### config.mk
export PLATFORM = sky130hd
export DESIGN_NAME = seg7_scan_ctrl
export DESIGN_NICKNAME = d
export VERILOG_FILES = /design/src/rtl/seg7_scan_ctrl_pkg.sv /design/src/rtl/seg7_decode.sv /design/src/rtl/seg7_scan_ctrl.sv
export SDC_FILE = /design/constraint.sdc
export NUM_CORES = 1
export LEC_CHECK = 0
export CELL_PAD_IN_SITES_DETAIL_PLACEMENT = 1
export CELL_PAD_IN_SITES_GLOBAL_PLACEMENT = 1
export CORE_ASPECT_RATIO = 0.7
export CORE_MARGIN = 8
export CORE_UTILIZATION = 47
export CTS_CLUSTER_DIAMETER = 120
export DETAILED_ROUTE_END_ITERATION = 10
export PLACE_DENSITY = 0.92
export SLEW_MARGIN = 10
export SYNTH_ARGS = -nofsm -noshare
export SYNTH_HDL_FRONTEND = slang
export SYNTH_HIERARCHICAL = 1
export SYNTH_SLANG_ARGS = --single-unit
### constraint.sdc
create_clock -name clk -period 3.4 [get_ports clk]
set_input_delay 0.68 -clock clk [delete_from_list [all_inputs] [get_ports clk]]
set_output_delay 0.68 -clock clk [all_outputs]
set_load 0.005 [all_outputs]
### src/rtl/seg7_scan_ctrl_pkg.sv
// Shared constants for the 4-digit seven-segment scan controller:
// active-low segment patterns, anode select codes and blank levels.
package seg7_scan_ctrl_pkg;

    typedef logic [1:0] digit_idx_t;

    localparam logic [3:0] AN_BLANK  = 4'b1111;
    localparam logic [6:0] SEG_BLANK = 7'h7F;

    // Index 0 is the leftmost element of these packed tables.
    localparam logic [0:3][3:0] AN_CODE = {
        4'b1110, 4'b1101, 4'b1011, 4'b0111
    };

    // {g,f,e,d,c,b,a}, active-low, hex 0..F
    localparam logic [0:15][6:0] SEG_TABLE = {
        7'b1000000, 7'b1111001, 7'b0100100, 7'b0110000,
        7'b0011001, 7'b0010010, 7'b0000010, 7'b1111000,
        7'b0000000, 7'b0010000, 7'b0001000, 7'b0000011,
        7'b1000110, 7'b0100001, 7'b0000110, 7'b0001110
    };

endpackage

### src/rtl/seg7_decode.sv
// Hex nibble to active-low seven-segment pattern, purely combinational.
module seg7_decode
    import seg7_scan_ctrl_pkg::*;
(
    input  logic [3:0] digit,
    output logic [6:0] seg
);

    assign seg = SEG_TABLE[digit];

endmodule

### src/rtl/seg7_scan_ctrl.sv
// Time-multiplexed 4-digit seven-segment driver with a double-buffered
// frame load interface; new frames take effect only at frame boundaries.
module seg7_scan_ctrl
    import seg7_scan_ctrl_pkg::*;
#(
    parameter int SCAN_DIV  = 100000,
    parameter int BLANK_CYC = 16
) (
    input  logic        clk,
    input  logic        rst,
    input  logic        load_valid,
    output logic        load_ready,
    input  logic [15:0] load_digits,
    input  logic [3:0]  load_dp,
    input  logic [3:0]  load_en,
    output logic [3:0]  AN,
    output logic [6:0]  SEG,
    output logic        DP,
    output logic        frame_tick
);

    localparam int CW = (SCAN_DIV > 1) ? $clog2(SCAN_DIV) : 1;

    logic [CW-1:0] cnt;
    digit_idx_t    idx;
    logic          pending;
    logic [15:0]   act_digits, shd_digits;
    logic [3:0]    act_dp, shd_dp;
    logic [3:0]    act_en, shd_en;

    logic          slot_end;
    logic          frame_end;
    logic          accept;
    logic          lit;
    logic [3:0]    cur_nib;
    logic [6:0]    cur_seg;

    assign slot_end   = (cnt == CW'(SCAN_DIV - 1));
    assign frame_end  = slot_end && (idx == 2'd3);
    assign load_ready = !pending;
    assign accept     = load_valid && load_ready;
    assign cur_nib    = act_digits[{idx, 2'b00} +: 4];
    assign lit        = (cnt >= CW'(BLANK_CYC)) && act_en[idx];

    seg7_decode u_decode (
        .digit (cur_nib),
        .seg   (cur_seg)
    );

    // Scan timing, frame buffering and registered display outputs.
    always_ff @(posedge clk) begin
        if (rst) begin
            cnt        <= '0;
            idx        <= 2'd0;
            pending    <= 1'b0;
            act_digits <= 16'h0000;
            act_dp     <= 4'h0;
            act_en     <= 4'h0;
            frame_tick <= 1'b0;
            AN         <= AN_BLANK;
            SEG        <= SEG_BLANK;
            DP         <= 1'b1;
        end else begin
            cnt        <= slot_end ? '0 : cnt + 1'b1;
            if (slot_end)
                idx <= idx + 2'd1;
            frame_tick <= frame_end;

            // Swap only on a frame boundary so a frame is never torn.
            if (frame_end && pending) begin
                act_digits <= shd_digits;
                act_dp     <= shd_dp;
                act_en     <= shd_en;
                pending    <= 1'b0;
            end else if (accept) begin
                pending    <= 1'b1;
            end

            AN  <= lit ? AN_CODE[idx] : AN_BLANK;
            SEG <= lit ? cur_seg      : SEG_BLANK;
            DP  <= lit ? !act_dp[idx] : 1'b1;
        end
    end

    // Shadow holds data only; its validity is tracked by pending.
    always_ff @(posedge clk) begin
        if (accept) begin
            shd_digits <= load_digits;
            shd_dp     <= load_dp;
            shd_en     <= load_en;
        end
    end

endmodule

# Yosys cells after proc, flatten, opt, wreduce, memory -nomap -nowiden
# Memories as Yosys holds them, arrays and structs flattened. A register that Yosys moved wholly into a read port is not among the register bits.
# Index checks and enable logic that the tools add are counted.
# W data, S select, Z words.
op_classes:
  addsub: 2
  eq_ne: 2
  div: 0
  multipliers: 0
  magnitude_cmp: 3
  n_mux: 7
  bitwise_logic: 3
  shifts: 1
  n_reduce_logical: 9
op_table:
  columns: ["operator", "count"]
  rows:
  - ["$add A17 B1 Y17 const B", 1]
  - ["$eq A17 B17 Y1 const B", 1]
  - ["$ge A17 B5 Y1 const B", 1]
  - ["$shiftx A16 B5 Y4", 1]
  - ["$bmux W4 S2", 1]
  - ["$mux W4", 2]
  - ["$reduce_or A2 Y1", 3]
  - ["$not A4 Y5", 1]
  - ["$bmux W1 S2", 2]
  - ["$logic_and A1 B1 Y1", 4]
  - ["$ge A3 B3 Y1 const B", 1]
  - ["$lt A2 B3 Y1 const B", 1]
  - ["$not A2 Y3", 1]
  - ["$add A2 B1 Y2 const B", 1]
  - ["$eq A2 B2 Y1 const B", 1]
  - ["$logic_not A1 Y1", 2]
  - ["$mux W1", 2]
  - ["$not A1 Y1", 1]
totals:
  ff_bits: 74
  n_memories: 1
  latchBits: 0
  mem_bits_ro: 112
  ramBits: 0
memory_table:
  columns: ["name", "depth", "word_bits", "rd", "rd_clocked_by_memory_dff", "write_ports", "line_no", "source"]
  rows:
  - ["(no name shown)", 16, 7, 1, 1, 0, "seg7_decode.sv:9", "assign seg = SEG_TABLE[digit];"]

# Depth between registers and ports, before layout
logic_depth:
  depth_word: 5
  depth_mapped: 8

# Hierarchy
# The synthesis kept the hierarchy.
by_module_without_submodules:
  columns: ["module", "n_inst", "seq_area_each_um2", "area_per_inst_um2", "cells_per_inst"]
  rows:
  - ["seg7_scan_ctrl", 1, 1861.8, 3213.1, 284]
  - ["seg7_decode", 1, 0.0, 277.8, 33]

# Least setup slack after synthesis
# OpenSTA, ideal clock, no wires.
synth_timing:
  path_type: "register -> register"
  from: "register idx[0]"
  to: "register SEG[3]"
  t_arrival_ns: 2.089
  synth_period_minus_slack_ns: 2.207
  path_buffers: 1
  path_stages_with_launch: 8
  required_time_ns: 3.283
  setup_ns: 0.117
  setup_slack_ns: 1.193
  cell_sequence: "dfxtp_1 > buf_2 > mux4_2 > inv_1 > ha_1 > inv_1 > mux4_1 > nand2b_1"
synth_via:
  elab_cells_between_ends: 7
synth_lines:
  columns: ["item", "line_no", "source"]
  rows:
  - ["start, declared", "seg7_scan_ctrl.sv:25", "digit_idx_t idx;"]
  - ["start signal, assigned", "seg7_scan_ctrl.sv:66", "idx <= idx + 2'd1;"]
  - ["$shiftx A16 B5 Y4", "seg7_scan_ctrl.sv:42", "assign cur_nib = act_digits[{idx, 2'b00} +: 4];"]
  - ["named net cur_nib[0]", "seg7_scan_ctrl.sv:35", "logic [3:0] cur_nib;"]
  - ["$not A4 Y5 (not written as such)", "seg7_decode.sv:9", null]
  - ["end, declared", "seg7_scan_ctrl.sv:17", "output logic [6:0] SEG,"]
# The timed path passes the listed nets, and every way through them passes these cells. The select of a mux whose other input is x is not followed.
# A chain may end at the register's enable or synchronous reset.

# Worst setup path after layout
# Ends and elaborated chain as after synthesis.

==> flow_metrics.py <==
metrics = {
    "worst_hold_path": {
        "hold_end": "act_digits[4]",
        "hp-class": "flop to flop",
        "min_from": "act_digits[4]",
        "hold_depth": 2,
    },
    "clock_tree": {
        "clockRootBuffer": "clkbuf_8",
        "clkTransAtPathRegs_ns": 0.09,
        "clkLatencyLatePin_ns": 0.35,
        "cts_buffers": 9,
        "htree_levels": 3,
        "postCtsSetupRepairBufs": 0,
        "clock-sinks": 81,
        "cts.repair.resized": 0,
        "cts_tree": "built",
        "cts_hold_buf": 0,
        "cts_buffer_depth": 2,
    },
    "die": {
        "die_h_um": 88.1,
        "row_count": 26,
        "pin_count": 41,
        "die_area_um2": 10500,
        "initial_core_util_pct": 48.1,
        "die_w_um": 119,
        "core-area_um2": 7250,
    },
    "critical_path": {
        "worstPathMaxFanout": 11,
        "path_buf_inv": 2,
        "required_ns": 3.63,
        "cp_cell_sequence": "mux4_2 > inv_1 > ha_1 > inv_1 > mux4_1 > nand2b_1",
        "r2r_setup_slack_ns": 0.87,
        "slowest_stage": "dfxtp_1",
        "crit_top_cell": "inv_1",
        "crit_path_max_incr_delay_ns": 0.70,
        "path_delay_family": "multiplexers",
        "r2r_end": "SEG[3]",
        "crit_path_start_kind": "flop",
        "r2r_cells": 6,
        "cp-end-kind": "flop",
        "crit_type": "flop to flop",
        "path_depth": 6,
        "r2r_start": "idx[0]",
        "crit_arrival_ns": 2.76,
    },
    "yosys": {
        "synth_cell_types": 42,
        "synth_area_um2": 3490,
        "ys_warn_count": 6,
        "synth_edf_count": 24,
        "yosysSeqAreaShare_pct": 53.3,
        "synthArstFlopShare_pct": 0,
        "syn_nets": 358,
        "syn_avg_cell_area_um2": 11.0,
        "postSynthCellCount": 317,
        "ys_seq_elements": 81,
        "synth_top_flop_cell": "dfxtp_1",
    },
    "power_and_ir_drop": {
        "power.clock.fraction_pct": 37.7,
        "power.switching_uw": 412,
        "p_total_uw": 1740,
        "swShare_pct": 23.7,
        "p_seq_share_pct": 58.9,
        "pwr_density_cell_nw_per_um2": 431,
        "p_int_uw": 1330,
        "p_leak_uw": 0.00133,
        "power_frac_comb_pct": 3.4,
        "peakVddDrop_uv": 230,
    },
    "global_route": {
        "antenna_found_initial": 0,
        "use_met3_pct": 4.44,
        "grt_pass1_vias": 2642,
        "grt.busiest_layer": "met2",
        "grt_pass1_wl_um": 13200,
        "met2_usage_pct": 26.0,
        "grt_use_total_pct": 15.6,
        "met1_usage_pct": 19.4,
        "grt_max_degree": 28,
        "grt.overflow.total": 0,
    },
    "sta": {
        "fin_crit_ns": 2.53,
        "hold_viol": 0,
        "setup_viol": 0,
        "relSlewSlack_pct": 41.0,
        "tns_ns": 0,
        "clock_skew_ns": 0.00756,
        "fmax_ghz": 0.395,
        "max_slew.worst_pin.slew_ns": 0.886,
        "slew_viol_final": 0,
        "fin_crit_sh_pct": 74.4,
        "rsz0062_at_grt": "no",
    },
    "place": {
        "io_buffers": 40,
        "dp_cells": 437,
        "routabilityCongestion": 0.845,
        "dp_hpwl_um": 5550,
        "place_area_um2": 3850,
    },
    "drt": {
        "antenna_left": 0,
        "wl_per_cell_um": 17.1,
        "drc": 0,
        "via_per_inst": 5.54,
        "via_count": 2508,
        "drtPass1Iterations": 4,
        "wirelength_um": 7760,
        "first_iter_violations": 138,
    },
    "layout": {
        "drive_gt1_share_pct": 9.30,
        "final_cell_area_um2": 4030,
        "final_common_cell": "dfxtp_1",
        "fin_nets": 391,
        "area_growth_pct": 15.5,
        "finalNonFillerCells": 453,
        "most-common-layout-cells": "dfxtp_1, clkdlybuf4s50_1, nand3_1",
        "diodes": 0,
    },
    "status": {
        "status": "finished, final reports clean",
    },
    "run": {
        "cap_violations": 0,
    },
}
[sequential cells by signal, summed over array words and instances, names as in the netlist]
| signal | count |
|---|---|
| shd_digits | 16 |
| idx | 2 |
| act_dp | 4 |
| act_en | 4 |
| pending | 1 |
| act_digits | 16 |
| SEG | 7 |
| cnt | 17 |
| shd_dp | 4 |
| DP | 1 |
| shd_en | 4 |
| frame_tick | 1 |
| AN | 4 |
[worst reg2reg max path: cells and delay by family (launching register included)]
| kind | cells | cell delay [ns] |
|---|---|---|
| fa+ha+maj | 1 | 0.16 |
| buf+inv | 2 | 0.22 |
| flops | 1 | 0.70 |
| mux | 2 | 1.19 |
| simple gates | 1 | 0.16 |
[cell usage after synthesis (6+ instances only)]
cell type	count	area, um2
nand2b_1	9	56.3
ha_1	14	175
nand2_1	13	48.8
inv_1	11	41.3
a21oi_1	26	130
xnor2_1	12	105
o21ai_0	27	135
nand3_1	28	140
nor2_1	24	90.1
edfxtp_1	24	721
nand4_1	6	37.5
dfxtp_1	57	1140
mux4_2	6	135
nor4_1	6	37.5
[layout make-up]
| class | instances | area (um2) |
|---|---|---|
| clock inverters | 7 | 61.3 |
| multi-input cells | 203 | 1400 |
| flip-flops and latches | 81 | 1860 |
| well taps | 98 | 123 |
| clock buffers | 9 | 124 |
| inverters | 12 | 45.0 |
| repair buffers | 43 | 423 |
| fillers | 788 | 3220 |
[cell families (layout without fill, tap and decap cells)]
group,count (synthesis),after routing,share of synthesized area [%]
simple gates,103,103,16.1
flops,81,81,53.3
compound gates,58,58,8.71
buf+inv,33,71,6.77
xor+xnor,16,16,4.01
fa+ha+maj,14,14,5.02
mux,12,12,6.06
[power groups by stage]
stage	Combinational [uW]	Clock [uW]	Sequential, uW
6_report	59.3	656	1020
5_1_grt	64.4	717	1030
3_5_place_dp	60.3	0	1050
2_1_floorplan	22.1	0	1040
3_3_place_gp	57.3	0	1050
4_1_cts	60.5	675	1020
[how the worst max path moves through the flow]
stage | start | slack, ns | endpoint
final | idx[0] | 0.87 | SEG[3]
after global routing | idx[0] | 0.73 | SEG[3]
after global placement | idx[0] | 1.00 | SEG[3]
after floorplan | idx[0] | 1.19 | SEG[3]
after detailed placement | idx[0] | 0.85 | SEG[3]
after CTS | idx[0] | 0.84 | SEG[3]
[per-stage QoR]
stage / utilization (%) / worst slack, ns / hold WS, ns
after floorplan: - / 1.19 / 0.430
final: 55.6 / 0.871 / 0.482
after global routing: 55.6 / 0.730 / 0.514
after global placement: 53.0 / 1.00 / 0.442
after detailed placement: 53.0 / 0.846 / 0.465
after CTS: 55.6 / 0.843 / 0.484
[metal layers]
layer	part of all wire, %	vias up
li1	-	1181
met1	46	1237
met2	48	80
met3	5.2	10
met4	0.82	0
met5	0	-
Note: power is estimated with default switching activity, not from simulation.
